===== src/rtl/rv32i_types.sv =====
// Shared types for the out-of-order core slice.
// Provides:
//   PREG_W      - physical register index width
//   rob_entry_t - per-instruction payload written at dispatch
//   idx_w()     - ROB index width for a given entry count
package rv32i_types;

  localparam int PREG_W = 6;

  typedef struct packed {
    logic [4:0]        areg_index;
    logic [PREG_W-1:0] preg_index;
    logic              is_branch;
  } rob_entry_t;

  // Index width for a ROB of 'depth' entries (depth is a power of two).
  function automatic int idx_w(input int depth);
    return (depth <= 2) ? 1 : $clog2(depth);
  endfunction

endpackage


===== src/rtl/rob_commit_select.sv =====
// Retire-lane selection for the reorder buffer.
// Lane j looks at entry (head+j). A lane retires only when every older lane
// retires and its own entry is occupied and done. A retiring entry that
// redirects control flow closes the group: younger lanes are held back.
// Ports:
//   lane_occupied/lane_done/lane_redirect - registered state of entries head+j
//   retire       - per-lane retire decision (contiguous from lane 0)
//   retire_count - number of lanes retiring
//   redirect_hit - a retiring lane carries a redirect
module rob_commit_select #(
  parameter int COMMIT_W = 2
) (
  input  logic [COMMIT_W-1:0] lane_occupied,
  input  logic [COMMIT_W-1:0] lane_done,
  input  logic [COMMIT_W-1:0] lane_redirect,
  output logic [COMMIT_W-1:0] retire,
  output logic [2:0]          retire_count,
  output logic                redirect_hit
);

  logic go;

  always_comb begin
    retire       = '0;
    retire_count = '0;
    redirect_hit = 1'b0;
    go           = 1'b1;
    for (int j = 0; j < COMMIT_W; j++) begin
      if (go && lane_occupied[j] && lane_done[j]) begin
        retire[j]    = 1'b1;
        retire_count = retire_count + 3'd1;
        if (lane_redirect[j]) begin
          redirect_hit = 1'b1;
          go           = 1'b0;
        end
      end else begin
        go = 1'b0;
      end
    end
  end

endmodule


===== src/rtl/rob_superscalar.sv =====
// Superscalar reorder buffer.
// Accepts up to DISP_W instructions per cycle at the tail, marks entries done
// from CDB_PORTS completion ports, and retires up to COMMIT_W done entries per
// cycle in program order from the head. Retiring a redirecting instruction
// raises a one-cycle flush and empties the buffer on the same edge.
// Ports:
//   clk, rst                 - clock, asynchronous active-high reset
//   enq_valid/entry/ready    - dispatch group (contiguous from slot 0)
//   enq_idx                  - entry index each dispatch slot receives
//   cdb_*                    - completion broadcasts
//   commit_valid/rd/pd       - registered retire lanes
//   flush, flush_pc          - registered redirect pulse and target
//   head_idx, count          - oldest entry index and occupancy
module rob_superscalar
  import rv32i_types::*;
#(
  parameter int  ROB_DEPTH = 32,
  parameter int  DISP_W    = 2,
  parameter int  COMMIT_W  = 2,
  parameter int  CDB_PORTS = 2,
  localparam int IDX_W     = idx_w(ROB_DEPTH)
) (
  input  logic                                 clk,
  input  logic                                 rst,
  input  logic [DISP_W-1:0]                    enq_valid,
  input  rob_entry_t [DISP_W-1:0]              enq_entry,
  output logic                                 enq_ready,
  output logic [DISP_W-1:0][IDX_W-1:0]         enq_idx,
  input  logic [CDB_PORTS-1:0]                 cdb_valid,
  input  logic [CDB_PORTS-1:0][IDX_W-1:0]      cdb_rob_idx,
  input  logic [CDB_PORTS-1:0]                 cdb_redirect,
  input  logic [CDB_PORTS-1:0][31:0]           cdb_target,
  output logic [COMMIT_W-1:0]                  commit_valid,
  output logic [COMMIT_W-1:0][4:0]             commit_rd,
  output logic [COMMIT_W-1:0][PREG_W-1:0]      commit_pd,
  output logic                                 flush,
  output logic [31:0]                          flush_pc,
  output logic [IDX_W-1:0]                     head_idx,
  output logic [IDX_W:0]                       count
);

  // Control state (reset)
  logic [ROB_DEPTH-1:0] valid_reg;
  logic [ROB_DEPTH-1:0] done_reg;
  logic [ROB_DEPTH-1:0] redirect_reg;
  logic [IDX_W:0]       head_reg;
  logic [IDX_W:0]       tail_reg;
  logic [IDX_W:0]       count_reg;
  logic                 flush_reg;
  logic [31:0]          flush_pc_reg;
  logic [COMMIT_W-1:0]              commit_valid_reg;
  logic [COMMIT_W-1:0][4:0]         commit_rd_reg;
  logic [COMMIT_W-1:0][PREG_W-1:0]  commit_pd_reg;

  // Payload storage (no reset; only read when the matching valid bit is set)
  logic [31:0]       target_mem [ROB_DEPTH];
  logic [4:0]        rd_mem     [ROB_DEPTH];
  logic [PREG_W-1:0] pd_mem     [ROB_DEPTH];

  logic [COMMIT_W-1:0][IDX_W-1:0] lane_idx;
  logic [COMMIT_W-1:0] lane_occupied;
  logic [COMMIT_W-1:0] lane_done;
  logic [COMMIT_W-1:0] lane_redirect;
  logic [COMMIT_W-1:0] retire;
  logic [2:0]          retire_count;
  logic                redirect_hit;
  logic [31:0]         redirect_target;
  logic                squash;
  logic [DISP_W-1:0]   enq_fire;
  logic [2:0]          enq_count;
  logic [CDB_PORTS-1:0] port_win;
  logic                unused_is_branch;

  // Inputs are dropped both in the cycle a redirect retires and in the flush cycle.
  assign squash = redirect_hit | flush_reg;

  // Only registered occupancy counts; same-cycle retirements do not free slots.
  assign enq_ready = ((int'(count_reg) + DISP_W) <= ROB_DEPTH) && !squash;

  genvar gi;

  generate
    for (gi = 0; gi < COMMIT_W; gi++) begin : g_lane
      assign lane_idx[gi]      = head_reg[IDX_W-1:0] + IDX_W'(gi);
      assign lane_occupied[gi] = valid_reg[lane_idx[gi]];
      assign lane_done[gi]     = done_reg[lane_idx[gi]];
      assign lane_redirect[gi] = redirect_reg[lane_idx[gi]];
    end

    for (gi = 0; gi < DISP_W; gi++) begin : g_disp
      assign enq_idx[gi]  = tail_reg[IDX_W-1:0] + IDX_W'(gi);
      assign enq_fire[gi] = enq_ready && enq_valid[gi];
    end

    // A port loses to any lower-numbered valid port naming the same entry.
    for (gi = 0; gi < CDB_PORTS; gi++) begin : g_cdb
      logic shadowed;
      always_comb begin
        shadowed = 1'b0;
        for (int q = 0; q < gi; q++) begin
          if (cdb_valid[q] && (cdb_rob_idx[q] == cdb_rob_idx[gi])) shadowed = 1'b1;
        end
      end
      assign port_win[gi] = cdb_valid[gi] && !shadowed && !squash &&
                            valid_reg[cdb_rob_idx[gi]] && !done_reg[cdb_rob_idx[gi]];
    end
  endgenerate

  rob_commit_select #(.COMMIT_W(COMMIT_W)) u_commit_select (
    .lane_occupied (lane_occupied),
    .lane_done     (lane_done),
    .lane_redirect (lane_redirect),
    .retire        (retire),
    .retire_count  (retire_count),
    .redirect_hit  (redirect_hit)
  );

  always_comb begin
    redirect_target = '0;
    for (int j = 0; j < COMMIT_W; j++) begin
      if (retire[j] && lane_redirect[j]) redirect_target = target_mem[lane_idx[j]];
    end
  end

  always_comb begin
    enq_count = '0;
    for (int k = 0; k < DISP_W; k++) enq_count = enq_count + 3'(enq_fire[k]);
  end

  // is_branch travels with the entry for other consumers; the ROB does not need it.
  always_comb begin
    unused_is_branch = 1'b0;
    for (int k = 0; k < DISP_W; k++) unused_is_branch = unused_is_branch ^ enq_entry[k].is_branch;
  end

  always_ff @(posedge clk or posedge rst) begin
    if (rst) begin
      valid_reg        <= '0;
      done_reg         <= '0;
      redirect_reg     <= '0;
      head_reg         <= '0;
      tail_reg         <= '0;
      count_reg        <= '0;
      flush_reg        <= 1'b0;
      flush_pc_reg     <= '0;
      commit_valid_reg <= '0;
      commit_rd_reg    <= '0;
      commit_pd_reg    <= '0;
    end else begin
      flush_reg <= redirect_hit;
      if (redirect_hit) flush_pc_reg <= redirect_target;

      for (int j = 0; j < COMMIT_W; j++) begin
        commit_valid_reg[j] <= retire[j];
        commit_rd_reg[j]    <= retire[j] ? rd_mem[lane_idx[j]] : '0;
        commit_pd_reg[j]    <= retire[j] ? pd_mem[lane_idx[j]] : '0;
      end

      if (redirect_hit) begin
        valid_reg    <= '0;
        done_reg     <= '0;
        redirect_reg <= '0;
        head_reg     <= '0;
        tail_reg     <= '0;
        count_reg    <= '0;
      end else begin
        // Retiring entries are done, CDB winners are not done, dispatch targets
        // are free: the three updates never touch the same entry.
        for (int j = 0; j < COMMIT_W; j++) begin
          if (retire[j]) begin
            valid_reg[lane_idx[j]] <= 1'b0;
            done_reg[lane_idx[j]]  <= 1'b0;
          end
        end
        for (int p = 0; p < CDB_PORTS; p++) begin
          if (port_win[p]) begin
            done_reg[cdb_rob_idx[p]]     <= 1'b1;
            redirect_reg[cdb_rob_idx[p]] <= cdb_redirect[p];
          end
        end
        for (int k = 0; k < DISP_W; k++) begin
          if (enq_fire[k]) begin
            valid_reg[enq_idx[k]]    <= 1'b1;
            done_reg[enq_idx[k]]     <= 1'b0;
            redirect_reg[enq_idx[k]] <= 1'b0;
          end
        end
        head_reg  <= head_reg + (IDX_W+1)'(retire_count);
        tail_reg  <= tail_reg + (IDX_W+1)'(enq_count);
        count_reg <= count_reg + (IDX_W+1)'(enq_count) - (IDX_W+1)'(retire_count);
      end
    end
  end

  always_ff @(posedge clk) begin
    for (int k = 0; k < DISP_W; k++) begin
      if (enq_fire[k]) begin
        rd_mem[enq_idx[k]] <= enq_entry[k].areg_index;
        pd_mem[enq_idx[k]] <= enq_entry[k].preg_index;
      end
    end
    for (int p = 0; p < CDB_PORTS; p++) begin
      if (port_win[p]) target_mem[cdb_rob_idx[p]] <= cdb_target[p];
    end
  end

  assign commit_valid = commit_valid_reg;
  assign commit_rd    = commit_rd_reg;
  assign commit_pd    = commit_pd_reg;
  assign flush        = flush_reg;
  assign flush_pc     = flush_pc_reg;
  assign head_idx     = head_reg[IDX_W-1:0];
  assign count        = count_reg;

endmodule


===== config.mk =====
export PLATFORM = sky130hd
export DESIGN_NAME = rob_superscalar
export DESIGN_NICKNAME = d
export VERILOG_FILES = /design/src/rtl/rv32i_types.sv /design/src/rtl/rob_commit_select.sv /design/src/rtl/rob_superscalar.sv
export SDC_FILE = /design/constraint.sdc
export NUM_CORES = 2
export LEC_CHECK = 0
export ABC_CLOCK_PERIOD_IN_PS = 10300
export BUFFER_PORTS_ARGS = -buffer_cell sky130_fd_sc_hd__buf_2
export CAP_MARGIN = 40
export CORE_AREA = 2 2 355 445
export CTS_CLUSTER_SIZE = 8
export DETAILED_ROUTE_END_ITERATION = 16
export DIE_AREA = 0 0 357 447
export PLACE_DENSITY = 0.82
export SYNTH_ARGS = -nofsm -noshare
export SYNTH_HDL_FRONTEND = slang
export SYNTH_SLANG_ARGS = --single-unit

===== constraint.sdc =====
create_clock -name clk -period 10.3 [get_ports clk]
set_input_delay 0 -clock clk [delete_from_list [all_inputs] [get_ports clk]]
set_output_delay 0 -clock clk [all_outputs]
set_load 0.01 [all_outputs]

---- After elaboration in Yosys (flattened, before gate mapping) ----
Memories as Yosys holds them, arrays and structs flattened.
Cells that the tools add are included.
word-level totals
  register bits after elaboration ......... 171
  latch bits .............................. 0
  bits in writable memories ............... 1376
  bits in read-only memories .............. 0
  logic and storage cells ................. 172
  memories ................................ 3
memory list
  name        depth  bits a word  read ports  clocked after Yosys merged registers in  wr ports  RTL line               RTL
  target_mem  32     32           2           0                                        2         rob_superscalar.sv:56  logic [31:0] target_mem [ROB_DEPTH];
  pd_mem      32     6            2           0                                        2         rob_superscalar.sv:58  logic [PREG_W-1:0] pd_mem [ROB_DEPTH];
  rd_mem      32     5            2           0                                        2         rob_superscalar.sv:57  logic [4:0] rd_mem [ROB_DEPTH];
cells by class
  add/subtract/negate cells ............... 9
  multiply operators ...................... 0
  div/mod/pow operators ................... 0
  $lt $le $gt $ge ......................... 13
  equality and inequality tests ........... 1
  shift-type cells ........................ 0
  muxes and demuxes ....................... 90
  bitwise operators ....................... 17
  reductions and logical operators ........ 26
operators by type and width
  operator                                                            number
  2-to-1 mux 32 bit                                                   30
  AND 32 bit                                                          8
  inverter 32 bit                                                     4
  OR 32 bit                                                           4
  bitwise mux 32 bit                                                  2
  binary-select mux 1 bit (select 5 bit)                              10
  less-than comparator 5 x 6 -> 1 bit (second input constant)         6
  2-to-1 mux 1 bit                                                    34
  demux 1 bit (select 5 bit)                                          6
  greater-or-equal comparator 5 x 1 -> 1 bit (second input constant)  6
  2-to-1 mux 6 bit                                                    5
  logical AND 1 bit                                                   22
  adder 6 x 2 -> 6 bit                                                2
  adder 5 x 1 -> 5 bit (second input constant)                        2
  2-to-1 mux 5 bit                                                    2
  adder 6 x 2 -> 7 bit (second input constant)                        1
  less-or-equal comparator 7 x 6 -> 1 bit (second input constant)     1
  adder 6 x 3 -> 6 bit                                                1
  subtractor 6 x 3 -> 6 bit                                           1
  equality test 5 bit                                                 1
  logical NOT 1 bit                                                   4
  2-to-1 mux 3 bit                                                    1
  adder 1 x 1 -> 2 bit                                                1
  adder 1 x 1 -> 2 bit (second input constant)                        1
  OR 1 bit                                                            1

---- Logic depth before layout (Yosys ltp) ----
  word-level depth ........................ 23
  gate-level depth with buffers ........... 32

---- Hierarchy ----
Synthesis repeated with hierarchy kept, for this count alone.
unflattened totals
  cells, all modules ...................... 6027
  area total of the unflattened synthesis .. 91039.8 um^2
modules (own cells, without submodules)
  module             times used  cells an instance  area an instance (um^2)
  rob_superscalar    1           6016               90984.8
  rob_commit_select  1           11                 55.1

---- Worst setup path after synthesis ----
OpenSTA, ideal clock, no wires.
  path type ............................... reg2reg
  start ................................... register head_reg[1]
  end ..................................... memory target_mem[30][0], enable pin
  arrival ................................. 8.524 ns
  required time ........................... 9.789 ns
  path slack .............................. 1.265 ns
  cell stages (with the launch flop) ...... 20
  cell sequence ........................... dfrtp_1 -> buf_2 -> buf_2 -> buf_2 -> buf_2 -> buf_2 -> buf_2 -> buf_2 -> inv_1 -> ha_1 -> buf_6 -> mux4_2 -> mux4_2 -> o221a_1 -> a41o_4 -> nand2_4 -> inv_2 -> buf_2 -> buf_2 -> o41ai_1
RTL lines
  element                 RTL line                RTL
  from (decl)             rob_superscalar.sv:46   logic [IDX_W:0] head_reg;
  from (signal assigned)  rob_superscalar.sv:188  head_reg <= head_reg + (IDX_W+1)'(retire_count);
  to (decl)               rob_superscalar.sv:56

==> out/qor.csv <==
metric,value,unit
status,finished with violations,
failing checks,design-rule violations,
row count,162,
Placed Area,0.09493,mm^2
Port Buffer Count,182,
Post-Syn Area,0.09285,mm^2
RSZ-0062 raised after global routing,no,
Post-synth EDFFs,1376,
sequential fraction of the synthesis area,49.05,%
hold wc startpoint,cdb_rob_idx[5],
CP Launch Type,register,
worst-margin pin slew,1.095,ns
1st-pass router iterations,14,
clk root buf,clkbuf_16,
switching portion of total power,38.42,%
wire length per cell,37.76,um
worst relative slew slack,26.79,%
Synth area leader,edfxtp_1,
CP Cell Sequence,inv_1 -> ha_4 -> buf_4 -> mux4_2 -> nand2_1 -> nand4_1 -> o221a_1 -> a41o_4 -> nand2_4 -> inv_2 -> buf_4 -> or4_1 -> nand2_2 -> buf_4,
H-tree Lvls,4,
initial antenna violation count,16,
worst reg2reg setup slack,2.45,ns
yosys warns,0,
Vias/cell,7.828,
R2R depth,14,
Routed Antenna Nets,0,
max reg flops,1024,
hold endpoint,redirect_reg[0],
r2r startpoint,head_reg[0],
DRC errors left,1,
Syn Nets,6779,
final setup violation count,0,
CP Class,reg2reg,
share of async-settable or async-resettable flops after synthesis,10.94,%
vias in the first global route,69589,
Max Freq,127.4,MHz
CTS Buf Count,212,
Comb pwr share,45.1,%
Non-Filler Instances,8816,
Clk pwr share,25.1,%
P per Cell Area,258.7,mW/mm^2
Area contributors post-synth,"edfxtp_1, mux4_2, mux2_2, dfrtp_1, mux2_4",
Worst-Skew Late Latency,0.88,ns
Sw Pwr,10.21,mW
Critical Path Max Stage Delay,1.03,ns
clk sinks,1545,
Reg power frac,29.8,%
Yosys cell types,90,
Fin. Hold Viols,0,
first-pass GRT wire length,473900,um
final wirelength,332900,um
Hold WS,0.1582,ns
fin nets,6720,
Multi-input gate area,0.04381,mm^2
via count,69009,
DRT iter0 DRCs,12677,
worst min path class,in2reg,
GRT overflow,0,
Setup TNS Final,0,ns
Yosys top cell area share,44.50,%
Cell Int Power,16.37,mW
Core Footprint,0.1553,mm^2
GPL Wtd Cong,0.9907,
Slew Limit Fails,0,
hold depth,5,
Total GRT Usage,41.53,%
Setup Skew,0.06800,ns
family with the most delay on the worst path,buffers and inverters,
Area Growth Syn to Fin,10.63,%
Post-CTS Setup Inserts,0,
Worst path slowest cell,ha_4,
fraction of layout cells with a size suffix above 1,37.04,%
pin count of the biggest net entering global routing,150,
PnR Total Power,26.58,mW
Maximum Capacitance Violations,0,
Reg area,0.04556,mm^2
crit end category,register,
Main synth FF type,edfxtp_1,
Period minus WS final,7.848,ns
post-route clock period utilization,76.19,%
critical-path maximum fanout,63,
clock-pin slew on the worst setup and hold paths,0.06,ns
CTS tree,done,
Gate Count Post-Synth,6640,
I/O pins,185,
initial core utilization,59.80,%
final non-filler cell area,0.1027,mm^2
Worst Path Arrival,8.33,ns
FILL cells,10294,
worst path bufs/invs,5,
Placed Cells,8261,
critical path required time,10.79,ns
DP HPWL,191400,um
"Avg Cell Area, Syn",13.98,um^2
die width,357,um
CP most frequent cell,buf_4,
Worst R2R End,target_mem[2][14],
die area,0.1596,mm^2
synthesized flop and latch total,1545,
Die Y,447,um
Leakage,36.47,nW
clock buffer depth,3,
VDD IR max,329.4,uV
==> through the flow <==
step / utilization, % / setup WS (ns)
after floorplan: - / 1.265
after global placement: 60.75 / 2.338
after detailed placement: 61.14 / 2.760
after CTS: 66.09 / 2.706
after global routing: 66.14 / 2.382
final: 66.16 / 2.452
==> synthesized netlist by cell type (all sizes together) (40+ instances only) <==
library cell / n
a21oi: 184
and3: 52
buf: 310
clkbuf: 484
dfrtp: 169
edfxtp: 1376
inv: 54
mux2: 1125
mux2i: 55
mux4: 728
nand2: 1024
nand2b: 56
nand3: 70
nand4: 53
nor2: 81
nor2b: 54
o21ai: 40
o221ai: 73
o22ai: 213
==> metal layers <==
metal	global-route usage, %	wire length (um)	up-vias
met3	14.15	50460	2261
met4	34.81	35310	15
met1	47.98	98560	33440
met2	62.47	148500	7329
li1	-	-	25964
met5	0	99	-
==> worst reg2reg max path: cells and delay by family, from the launching register on <==
kind | cells | cell delay [ns]
AND/OR/NAND/NOR | 5 | 1.96
flip-flops | 1 | 1.00
multiplexers | 1 | 0.60
AO/OA/AOI/OAI | 2 | 0.53
buffers and inverters | 5 | 2.30
adder cells (fa/ha/maj) | 1 | 1.03
==> timing repair <==
item,in CTS,in global routing
hold endpoints to repair,1488,0
resized for setup,0,0
hold buffers,153,0
==> power groups by stage <==
stage          logic [mW]  registers, mW  clock network, mW
5_1_grt              12.4           7.94               6.88
6_report             12.0           7.92               6.67
4_1_cts              11.6           7.88               6.61
3_3_place_gp         11.1           7.96                  0
2_1_floorplan        8.25           7.77                  0
3_5_place_dp         11.4           7.99                  0
==> layout make-up <==
type,instances,share of cell area (%)
Sequential cell,1545,44.35
Multi-Input combinational cell,4246,42.65
Clock buffer,370,5.771
Timing Repair Buffer,521,4.278
Tap cell,2050,2.497
Clock inverter,13,0.2119
Inverter,55,0.2083
Antenna cell,16,0.03898
==> how the worst max path moves through the flow <==
stage,startpoint,end,cells after the start
finish,head_reg[0],target_mem[2][14],14
global route,head_reg[0],target_mem[2][9],14
CTS,head_reg[0],target_mem[2][14],14
detailed placement,head_reg[0],target_mem[2][11],14
global placement,head_reg[0],target_mem[16][10],11
floorplan,head_reg[1],target_mem[30][0],19
==> cells in the final DEF, fill, tap and decap left out, types with 16 or more instances in the layout <==
cell and count:
or4_1 39, nand2b_1 56, mux2_1 98, nand2_1 1006
inv_1 38, xnor2_1 17, a211oi_1 20, o221ai_1 72
a31oi_1 27, a21oi_1 181, nor2b_1 54, a221oi_1 32
diode_2 16, o22ai_1 213, dlygate4sd3_1 153, clkbuf_16 212
dfrtp_1 167, or3_4 25, mux2_4 270, o21ai_0 39
clkbuf_1 155, buf_4 145, mux4_2 727, a22oi_1 25
and3_1 37, edfxtp_1 1376, ha_1 28, nor2_1 77
mux2_2 757, nand4_1 49, nand3_1 59, buf_2 182
mux2i_1 55, nor3_1 19, buf_12 21
==> cells by family (layout without fill, tap and decap cells) <==
kind of cell	after synthesis	count (layout)	share of synthesized area (%)
and+or+nand+nor	1573	1573	7.952
muxes	1908	1908	32.99
AOI/OAI and AO/OA	706	706	5.081
adders and majority gates	33	33	0.4770
other	0	16	0
buffers and inverters	849	959	4.203
DFF	1545	1545	49.05
xor gates and xnor gates	26	26	0.2452
Power figures use the tool's default switching activity.
